$ cat src/rtl/mmu_pkg.sv
// Shared types and constants for the Sv48 page-table walker.
package mmu_pkg;

    localparam int LEVELS      = 4;
    localparam int VPN_SLICE   = 9;
    localparam int OFFSET_BITS = 12;
    localparam int PPN_BITS    = 44;
    localparam int XLEN        = 64;
    localparam int VPN_BITS    = LEVELS * VPN_SLICE;

    // PTE physical page number field
    localparam int PTE_PPN_LSB = 10;
    localparam int PTE_PPN_MSB = 53;

    // Leaf PTE bits [7:0] as handed back to the TLB
    typedef struct packed {
        logic d;
        logic a;
        logic g;
        logic u;
        logic x;
        logic w;
        logic r;
        logic v;
    } tlb_perm_bits;

    typedef enum logic [1:0] {
        ST_IDLE  = 2'd0,
        ST_ISSUE = 2'd1,
        ST_WAIT  = 2'd2,
        ST_RESP  = 2'd3
    } ptw_state_e;

    // PPN bits that a leaf found at this level takes from the VA instead of the PTE
    function automatic logic [PPN_BITS-1:0] low_vpn_mask(input logic [1:0] level);
        case (level)
            2'd1:    low_vpn_mask = 44'h000_0000_01FF;
            2'd2:    low_vpn_mask = 44'h000_0003_FFFF;
            2'd3:    low_vpn_mask = 44'h000_07FF_FFFF;
            default: low_vpn_mask = '0;
        endcase
    endfunction

endpackage

$ cat src/rtl/ptw_arb2.sv
// Two-way round-robin arbiter; masked requesters are never granted.
module ptw_arb2 (
    input  logic [1:0] req,
    input  logic [1:0] mask,
    input  logic       last,
    output logic       grant_valid,
    output logic       grant_idx
);

    logic [1:0] elig;

    assign elig = req & ~mask;

    // On a tie the port that was not served last wins; otherwise the lone eligible port
    always_comb begin
        grant_valid = |elig;
        if (&elig) begin
            grant_idx = ~last;
        end else begin
            grant_idx = elig[1];
        end
    end

endmodule

$ cat src/rtl/mmu_ptw.sv
// Sv48 page-table walker serving the D-TLB (port 0) and I-TLB (port 1).
//
// Handshakes: a memory request transfers on a cycle where mem_req_valid &&
// mem_req_ready, and mem_req_valid stays up until then. TLB requests are
// level-style: req_valid is held until the one-cycle resp_valid pulse, and
// the requesting port is masked for the cycle after its pulse.
module mmu_ptw
    import mmu_pkg::*;
(
    input  logic                clk,
    input  logic                reset,
    input  logic [PPN_BITS-1:0] satp_ppn,
    input  logic                d_req_valid,
    input  logic [XLEN-1:0]     d_req_addr,
    output logic                d_resp_valid,
    output logic [XLEN-1:0]     d_resp_addr,
    output tlb_perm_bits        d_resp_perm_bits,
    input  logic                i_req_valid,
    input  logic [XLEN-1:0]     i_req_addr,
    output logic                i_resp_valid,
    output logic [XLEN-1:0]     i_resp_addr,
    output tlb_perm_bits        i_resp_perm_bits,
    output logic                mem_req_valid,
    output logic [XLEN-1:0]     mem_req_addr,
    input  logic                mem_req_ready,
    input  logic                mem_resp_valid,
    input  logic [XLEN-1:0]     mem_resp_data,
    output ptw_state_e          dbg_state_o
);

    ptw_state_e          state_q, state_d;
    logic                port_q, port_d;
    logic [1:0]          level_q, level_d;
    logic [PPN_BITS-1:0] base_q, base_d;
    logic [VPN_BITS-1:0] vpn_q, vpn_d;
    logic                rr_last_q, rr_last_d;
    logic [1:0]          cool_q, cool_d;
    logic [PPN_BITS-1:0] res_ppn_q, res_ppn_d;
    tlb_perm_bits        res_perm_q, res_perm_d;

    logic                grant_valid;
    logic                grant_idx;
    logic [VPN_SLICE-1:0] vpn_sel;
    logic [PPN_BITS-1:0] pte_ppn;
    logic [PPN_BITS-1:0] lvl_mask;
    logic                pte_v, pte_r, pte_w, pte_x;
    logic                unused_bits;

    ptw_arb2 u_arb (
        .req         ({i_req_valid, d_req_valid}),
        .mask        (cool_q),
        .last        (rr_last_q),
        .grant_valid (grant_valid),
        .grant_idx   (grant_idx)
    );

    assign pte_ppn  = mem_resp_data[PTE_PPN_MSB:PTE_PPN_LSB];
    assign pte_v    = mem_resp_data[0];
    assign pte_r    = mem_resp_data[1];
    assign pte_w    = mem_resp_data[2];
    assign pte_x    = mem_resp_data[3];
    assign lvl_mask = low_vpn_mask(level_q);

    assign unused_bits = ^{d_req_addr[XLEN-1:48], d_req_addr[OFFSET_BITS-1:0],
                           i_req_addr[XLEN-1:48], i_req_addr[OFFSET_BITS-1:0],
                           mem_resp_data[XLEN-1:PTE_PPN_MSB+1], mem_resp_data[9:8]};

    // VPN slice indexing the table at the current level
    always_comb begin
        case (level_q)
            2'd0:    vpn_sel = vpn_q[8:0];
            2'd1:    vpn_sel = vpn_q[17:9];
            2'd2:    vpn_sel = vpn_q[26:18];
            default: vpn_sel = vpn_q[35:27];
        endcase
    end

    // State and walk context registers
    always_ff @(posedge clk) begin
        if (reset) begin
            state_q    <= ST_IDLE;
            port_q     <= 1'b0;
            level_q    <= 2'd0;
            base_q     <= '0;
            vpn_q      <= '0;
            rr_last_q  <= 1'b1;
            cool_q     <= 2'b00;
            res_ppn_q  <= '0;
            res_perm_q <= '0;
        end else begin
            state_q    <= state_d;
            port_q     <= port_d;
            level_q    <= level_d;
            base_q     <= base_d;
            vpn_q      <= vpn_d;
            rr_last_q  <= rr_last_d;
            cool_q     <= cool_d;
            res_ppn_q  <= res_ppn_d;
            res_perm_q <= res_perm_d;
        end
    end

    // Walk sequencing: grant, issue PTE read, decode PTE, respond
    always_comb begin
        state_d    = state_q;
        port_d     = port_q;
        level_d    = level_q;
        base_d     = base_q;
        vpn_d      = vpn_q;
        rr_last_d  = rr_last_q;
        cool_d     = 2'b00;
        res_ppn_d  = res_ppn_q;
        res_perm_d = res_perm_q;
        case (state_q)
            ST_IDLE: begin
                if (grant_valid) begin
                    port_d  = grant_idx;
                    vpn_d   = grant_idx ? i_req_addr[47:OFFSET_BITS] : d_req_addr[47:OFFSET_BITS];
                    level_d = 2'd3;
                    base_d  = satp_ppn;
                    state_d = ST_ISSUE;
                end
            end
            ST_ISSUE: begin
                if (mem_req_ready) begin
                    state_d = ST_WAIT;
                end
            end
            ST_WAIT: begin
                if (mem_resp_valid) begin
                    // Fault unless a valid leaf or a pointer above level 0 is found
                    res_ppn_d  = '0;
                    res_perm_d = '0;
                    state_d    = ST_RESP;
                    if (pte_v && !(!pte_r && pte_w)) begin
                        if (pte_r || pte_x) begin
                            if ((pte_ppn & lvl_mask) == '0) begin
                                res_ppn_d  = (pte_ppn & ~lvl_mask) | ({8'b0, vpn_q} & lvl_mask);
                                res_perm_d = tlb_perm_bits'(mem_resp_data[7:0]);
                            end
                        end else if (level_q != 2'd0) begin
                            base_d  = pte_ppn;
                            level_d = level_q - 2'd1;
                            state_d = ST_ISSUE;
                        end
                    end
                end
            end
            default: begin
                rr_last_d      = port_q;
                cool_d[port_q] = 1'b1;
                state_d        = ST_IDLE;
            end
        endcase
    end

    // Memory request and TLB response outputs, zero when inactive
    always_comb begin
        mem_req_valid    = (state_q == ST_ISSUE);
        mem_req_addr     = '0;
        if (mem_req_valid) begin
            mem_req_addr = {8'b0, base_q, 12'b0} + {52'b0, vpn_sel, 3'b0};
        end
        d_resp_valid     = (state_q == ST_RESP) && !port_q;
        i_resp_valid     = (state_q == ST_RESP) && port_q;
        d_resp_addr      = d_resp_valid ? {8'b0, res_ppn_q, 12'b0} : '0;
        i_resp_addr      = i_resp_valid ? {8'b0, res_ppn_q, 12'b0} : '0;
        d_resp_perm_bits = d_resp_valid ? res_perm_q : '0;
        i_resp_perm_bits = i_resp_valid ? res_perm_q : '0;
        dbg_state_o      = state_q;
    end

endmodule

$ cat config.mk
export PLATFORM = sky130hd
export DESIGN_NAME = mmu_ptw
export DESIGN_NICKNAME = d
export VERILOG_FILES = /design/src/rtl/mmu_pkg.sv /design/src/rtl/ptw_arb2.sv /design/src/rtl/mmu_ptw.sv
export SDC_FILE = /design/constraint.sdc
export NUM_CORES = 1
export LEC_CHECK = 0
export BUFFER_PORTS_ARGS = -buffer_cell sky130_fd_sc_hd__buf_2
export CAP_MARGIN = 20
export CORE_AREA = 2 2 178 180
export DETAILED_ROUTE_END_ITERATION = 12
export DIE_AREA = 0 0 180 182
export GPL_TIMING_DRIVEN = 0
export PLACE_DENSITY = 0.53
export SLEW_MARGIN = 25
export SYNTH_ARGS = -nofsm -noshare
export SYNTH_HDL_FRONTEND = slang
export SYNTH_SLANG_ARGS = --single-unit
$ cat constraint.sdc
create_clock -name clk -period 5.1 [get_ports clk]
set_input_delay 0 -clock clk [delete_from_list [all_inputs] [get_ports clk]]
set_output_delay 0 -clock clk [all_outputs]
set_load 0.005 [all_outputs]
==> results of run 1 <==
## flip-flops by register name, indices dropped and copies added, names as in the netlist
signal / count
res_perm_q: 8
cool_q: 2
level_q: 2
res_ppn_q: 44
port_q: 1
vpn_q: 36
dbg_state_o: 2
base_q: 44
rr_last_q: 1
## worst max-delay path by stage
stage / startpoint / end / slack (ns)
after detailed placement: level_q[0] / base_q[9] / 2.61
after global routing: dbg_state_o[0] / res_perm_q[2] / 2.37
after floorplan: level_q[0] / base_q[10] / 3.25
after CTS: dbg_state_o[0] / i_resp_addr[25] / 2.43
final: dbg_state_o[0] / i_resp_addr[25] / 2.53
after global placement: dbg_state_o[0] / d_resp_addr[25] / 2.67
## cell usage in the layout, fill, tap and decap left out, types with 11 or more instances in the layout
cell           instances
buf_2                354
dlygate4sd3_1        173
and2_1               148
dfxtp_1              140
nor2_1               110
nand2_1              107
mux2i_1               72
buf_4                 58
conb_1                51
clkbuf_1              40
a311oi_1              37
a211oi_2              30
a22o_1                21
o21ai_1               19
clkbuf_16             17
a211oi_1              14
o21ai_0               11
## worst max-delay path, delay by kind of cell (launching register included)
family	cells	cell delay, ns
DFF	1	0.32
and+or+nand+nor	2	0.43
buffers and inverters	4	1.41
## per-layer routing
layer | global-route usage, % | vias up | part of all wire (%)
li1 | - | 4146 | -
met1 | 23.8 | 3944 | 42
met2 | 37.7 | 334 | 51
met3 | 3.33 | 34 | 5.1
met4 | 5.56 | 0 | 1.5
met5 | 0 | - | 0
## through the flow
step	setup slack, ns	area (um^2)
after detailed placement	2.61	10000
after CTS	2.43	12400
after floorplan	3.25	7830
after global routing	2.37	12400
after global placement	2.67	10000
final	2.53	12400
## timing repair
action                    in CTS  in global routing
resized for setup              0                  0
hold endpoints to repair     131                  0
hold buffers                 173                  0
## cells by family (layout without fill, tap and decap cells)
logic type      after synthesis  count (layout)  synth area share (%)
flops                       140             140                  36.7
simple gates                392             392                  25.1
other cells                   1              51                0.0490
fa+ha+maj                     5               5                 0.818
compound gates              162             162                  18.0
buf+inv                     130             669                  9.95
mux                          72              72                  9.43
## power by group through the flow
| stage | clock network [mW] | registers [mW] | logic, mW |
|---|---|---|---|
| final | 1.45 | 1.27 | 0.804 |
| after global placement | 0 | 1.29 | 0.660 |
| after detailed placement | 0 | 1.29 | 0.666 |
| after CTS | 1.48 | 1.27 | 0.803 |
| after global routing | 1.54 | 1.28 | 0.879 |
| after floorplan | 0 | 1.25 | 0.427 |
## layout make-up
class	count	share of cell area, %
Multi-Input combinational cell	682	34.4
Timing Repair Buffer	507	27.4
Sequential cell	140	22.6
Buffer	123	5.92
Tap cell	402	4.05
Clock buffer	19	3.49
Clock inverter	13	1.91
Inverter	7	0.212
==> impl_results.md, run 1 <==
- Status: complete, no violations
- Placed instance count: approximately 1700
- Pin count of the biggest net entering global routing: 17
- Final global-route overflow total: 0
- CTS Buf Count: 17
- Clock sink count: between 100 and 150
- Synthesized cell area: 7650 um^2
- Starting Density: approximately 25%
- Buffers on Ports: 334
- Final setup fails: 0
- P_sw: 1.02 mW
- Crit. End Element: primary output
- Comb pwr share: between 20% and 30%
- FF/Latch Area: 2800 um^2
- Initial antenna violation count: 0
- Syn Area/Cell: 8.48 um^2
- Tcrit/Tclk final: 50.4%
- DR vias/cell: around 4.5
- Max rail drop VDD: 0.000227 V
- Hold WC Path Type: input pin to register
- Pins Over Slew Limit: 0
- R2R depth: 7
- Synth cell types: 43
- Vias in the first global route: 8621
- Mapped Cells: approximately 900
- Fill cells: approximately 3200
- Top cells by count, synth: and2_1, dfxtp_1, nor2_1
- Root Buffer: clkbuf_16
- First DRT Iteration DRCs: 396
- FF+latch count, synth: 140
- Switching part of the total: between 20 and 30%
- Routed WL: 34100 um
- Antenna viol nets, final: 0
- Clock power frac: 41.2%
- Max-cap violations: 0
- Layout Utilization: 40.1%
- # nets final: 1725
- Reg clk slew, reported paths: 0.06 ns
- Min Tclk post-route: 2.57 ns
- R2R Path End: vpn_q[4]
- Rel. slew slack: approximately 44%
- H-tree levels: 4
- Crit Path Class: register to primary output
- Hold endpoint: base_q[27]
- Fin Setup TNS: 0 ns
- Slowest-stage cell, CP: clkbuf_1
- Clk_lat worst skew: 0.42 ns
- Reg power frac: 36.0%
- Yosys top cell area share: 36.7%
- Top Ports: 455
- Int Power: 2.50 mW
- Hold depth: 3
- Vias: 8458
- Startpoint types: register
- Top-count cell post-synth: and2_1
- Final GP Congestion: 0.864
- FP Rows: between 60 and 70
- Buffer levels on the longest clock path: 2
- Max Freq: 0.389 GHz
- Leak Pwr: 5.96 nW
- Main synth FF type: dfxtp_1
- Residual DRC: 0
- Unrepaired setup endpoints after global routing: no
- Sequential share of the synthesized area: 36.7%
- CP arrival: 2.57 ns
- Pwr Total: ~3.5 mW
- Max stage delay on crit path: roughly 0.55 ns
- Final std cells w/o fill: around 1900
- Crit path cell chain: buf_2 -> and3_1 -> clkbuf_1 -> clkbuf_1 -> and2_1 -> buf_2
- Antenna cell count: 0
- First-pass GRT wire length: approximately 50000 um
- Worst EP required: around 5.1 ns
- DRT Pass-1 Iters: 5
- R2R Setup Slk: 2.56 ns
- Min-Delay Startpoint: satp_ppn[27]
- Core area: around 31000 um^2
- Die Footprint: 32800 um^2
- Multi-input gate area: 4270 um^2
- Synth area leaders: dfxtp_1, and2_1, mux2i_1
- Post-CTS Setup Inserts: 0
- Die X: 180 um
- Hold Violations, Final: 0
- GRT Total Usage: 20.2%
- DR WL/cell: 18.0 um
- Hold slack: 0.0309 ns
- Area delta synth->final: 62.3%
- Layout cells sized above 1: roughly a third
- Yosys Warn Count: 0
- Pwr Density: 283 nW/um^2
- Die height: 182 um
- Synth area leader: dfxtp_1
- CTS tree: done
- Reg-to-Reg Start: cool_q[1]
- Synth async-reset ratio: 0%
- Post-DP HPWL: 26400 um
- Measured slew at the worst slew-check pin: 0.837 ns
- EDFF count, synth: 0
- CP max FO: 10
- Post-Route Skew: 0.0103 ns
No activity file was read; power rests on OpenSTA's default activity.
==> run 2, diff against run 1 <==
--- a/config.mk
+++ b/config.mk
@@ -11,7 +11,7 @@
 export DETAILED_ROUTE_END_ITERATION = 12
 export DIE_AREA = 0 0 180 182
 export GPL_TIMING_DRIVEN = 0
-export PLACE_DENSITY = 0.53
+export PLACE_DENSITY = 0.55
 export SLEW_MARGIN = 25
 export SYNTH_ARGS = -nofsm -noshare
 export SYNTH_HDL_FRONTEND = slang
==> constraint.sdc (replaced) <==
create_clock -name clk -period 2.2 [get_ports clk]
set_input_delay 0 -clock clk [delete_from_list [all_inputs] [get_ports clk]]
set_output_delay 0 -clock clk [all_outputs]
set_load 0.005 [all_outputs]
==> run 2 against run 1 <==
  * Clock-buffer cell count decreased by 2
  * Critical path depth rose by 2
  * Register-to-register slack got worse by 2.4 ns
  * Worst setup slack worse by 2.4 ns
  * Global-route usage barely moved
  * Cell count grew 0.42%
  * Sequential share of layout area is essentially flat
  * Clock power up 92%
  * Largest power group is now sequential cells
  * Highest routed layer unchanged
==> impl_results.md, run 2 (synthesis gave the netlist of run 1 again) <==
- Status: complete, no violations
- Tcrit/Tclk final: 94.3%
- Die Footprint: 32800 um^2 (unchanged)
- Reg-to-Reg Start: dbg_state_o[1]
- Hold WC Path Type: input pin to register
- Vias in the first global route: 8517 (-1.2%)
- DR vias/cell: 4.47 (about the same)
- Slowest-stage cell, CP: a222oi_1
- Residual DRC: 0 (unchanged)
- Max-cap violations: 0 (unchanged)
- Crit. End Element: primary output
- R2R Setup Slk: 0.17 ns (-2.39 ns)
- Post-Route Skew: 0.00936 ns (-0.000946 ns)
- Measured slew at the worst slew-check pin: 0.861 ns (+0.0241 ns)
- Layout cells sized above 1: 34.1% (+1.4 points)
- First-pass GRT wire length: 50100 um (-0.52%)
- Die X: 180 um (unchanged)
- FP Rows: 65 (unchanged)
- Unrepaired setup endpoints after global routing: yes
- Die height: 182 um (unchanged)
- Worst EP required: 2.20 ns (-2.90 ns)
- Clock sink count: 140 (unchanged)
- Post-DP HPWL: 26300 um (-0.60%)
- Commonest cells after routing, fill and taps aside: buf_2, dlygate4sd3_1, and2_1
- CP max FO: 11 (+1)
- Hold slack: 0.180 ns (+0.149 ns)
- Pwr Total: 7.56 mW (+110%)
- CTS Buf Count: 17 (unchanged)
- Commonest non-fill, non-tap cell in the layout: buf_2
- Pwr Density: 608 nW/um^2 (+110%)
- CTS tree: done
- Startpoint types: register
- Antenna viol nets, final: 0 (unchanged)
- First DRT Iteration DRCs: 345 (-13%)
- Max stage delay on crit path: 0.41 ns (-0.14 ns)
- Layout Utilization: 40.1% (+0.073 points)
- Final setup fails: 0 (unchanged)
- Final global-route overflow total: 0 (unchanged)
- Rel. slew slack: 42.6% (-1.6 points)
- GRT Total Usage: 20.2% (about the same)
- DRT Pass-1 Iters: 6 (+1)
- Starting Density: 24.7% (unchanged)
- Routed WL: 34400 um (+0.66%)
- Max Freq: 0.482 GHz
- Leading registers by flop count: base_q x44, res_ppn_q x44, vpn_q x36
- Reg clk slew, reported paths: 0.06 ns (about the same)
- Max rail drop VDD: 0.000513 V (+130%)
- Pin count of the biggest net entering global routing: 17 (unchanged)
- Placed instance count: 1688 (unchanged)
- Critical Path End: mem_req_addr[11]
- Leak Pwr: 5.90 nW (-0.99%)
- R2R Path End: base_q[0]
- DR WL/cell: 18.1 um (+0.24%)
- Area delta synth->final: 62.6%
- Core area: 31000 um^2 (unchanged)
- Most frequent CP cell: nor2_1
- Fill cells: 3179 (+0.25%)
- Crit path cell chain: inv_2 -> ha_4 -> buf_12 -> a222oi_1 -> nor2_1 -> a21oi_1 -> nor2_1 -> buf_2
- Final std cells w/o fill: 1901 (+0.42%)
- Top Ports: 455 (unchanged)
- Vias: 8489 (+0.37%)
- Buffer levels on the longest clock path: 2 (unchanged)
- Crit Path Class: register to primary output
- Hold Violations, Final: 0 (unchanged)
- R2R depth: 6 (-1)
- Buffers on Ports: 334 (unchanged)
- Root Buffer: clkbuf_16
- CP Launch Point: level_q[0]
- Final GP Congestion: 0.868 (+0.50%)
- Min Tclk post-route: 2.07 ns
- H-tree levels: 4 (unchanged)
- Clk_lat worst skew: 0.42 ns (about the same)
- Pins Over Slew Limit: 0 (unchanged)
- CP arrival: 2.07 ns (-0.50 ns)
- Fin Setup TNS: 0 ns (unchanged)
- # nets final: 1732 (+0.41%)
- Initial antenna violation count: 0 (unchanged)
## run 2: changes by cell type in the layout (fill, tap and decap cells not counted), sizes merged
| cell | before | now |
|---|---|---|
| clkinvlp | 1 | 7 |
| diode | 0 | 1 |
| clkinv | 2 | 1 |
| bufinv | 6 | 0 |
| inv | 11 | 14 |
| clkbuf | 57 | 53 |
| dlygate4sd3 | 173 | 175 |
| buf | 419 | 426 |
## run 2: worst min-delay path by stage
| stage | slack (ns) | start | depth (start not counted) | endpoint |
|---|---|---|---|---|
| 2_1_floorplan | 0.13 | mem_resp_data[4] | 1 | res_perm_q[4] |
| 3_3_place_gp | 0.22 | mem_resp_data[4] | 2 | res_perm_q[4] |
| 3_5_place_dp | 0.22 | mem_resp_data[6] | 2 | res_perm_q[6] |
| 4_1_cts | 0.14 | mem_resp_data[0] | 5 | level_q[0] |
| 5_1_grt | 0.19 | mem_resp_data[0] | 5 | level_q[0] |
| 6_report | 0.18 | mem_resp_data[0] | 5 | level_q[0] |
## run 2: per-stage QoR
step	instance area [um^2]	setup slack, ns
6_report	12400	0.126
5_1_grt	12400	-0.00310
4_1_cts	12400	0.00762
3_5_place_dp	10000	-0.321
3_3_place_gp	10000	-0.239
2_1_floorplan	7830	0.350
## run 2: critical path, delay by kind of cell, from the launching register on
kind | cells | cell delay [ns]
compound gates | 2 | 0.53
fa+ha+maj | 1 | 0.22
buf+inv | 3 | 0.39
flops | 1 | 0.37
simple gates | 2 | 0.15
## run 2: power breakdown
| group | switching, mW | internal (mW) | leakage (nW) |
|---|---|---|---|
| clock | 1.30 | 1.48 | 0.254 |
| sequential | 0.179 | 2.75 | 1.15 |
| combinational | 0.963 | 0.892 | 4.50 |
| total | 2.44 | 5.12 | 5.90 |
## run 2: final cells by class
| type | count | area (um^2) | area share, % |
|---|---|---|---|
| clock buffers | 17 | 425 | 3.42 |
| plain buffers | 120 | 747 | 6.01 |
| multi-input cells | 682 | 4290 | 34.5 |
| inverters | 7 | 30.0 | 0.241 |
| clock inverters | 15 | 129 | 1.04 |
| well taps | 402 | 503 | 4.05 |
| repair buffers | 517 | 3500 | 28.1 |
| flip-flops and latches | 140 | 2810 | 22.6 |
| diodes | 1 | 2.50 | 0.0201 |
## run 2: per-layer routing
| metal | part of all wire, % | global-route usage [%] | up-vias | wire length (um) |
|---|---|---|---|---|
| li1 | - | - | 4163 | - |
| met1 | 42 | 23.7 | 3949 | 14600 |
| met2 | 51 | 38.1 | 343 | 17700 |
| met3 | 4.8 | 3.03 | 34 | 1650 |
| met4 | 1.4 | 5.46 | 0 | 493 |
| met5 | 0 | 0 | - | 0 |
## run 2: what timing repair did
| action | in CTS | in global routing |
|---|---|---|
| setup endpoints to repair | 156 | 68 |
| pin swaps | 2 | 3 |
| resized for setup | 16 | 14 |
| hold endpoints to repair | 133 | 0 |
| setup buffers | 3 | 5 |
| hold buffers | 175 | 0 |
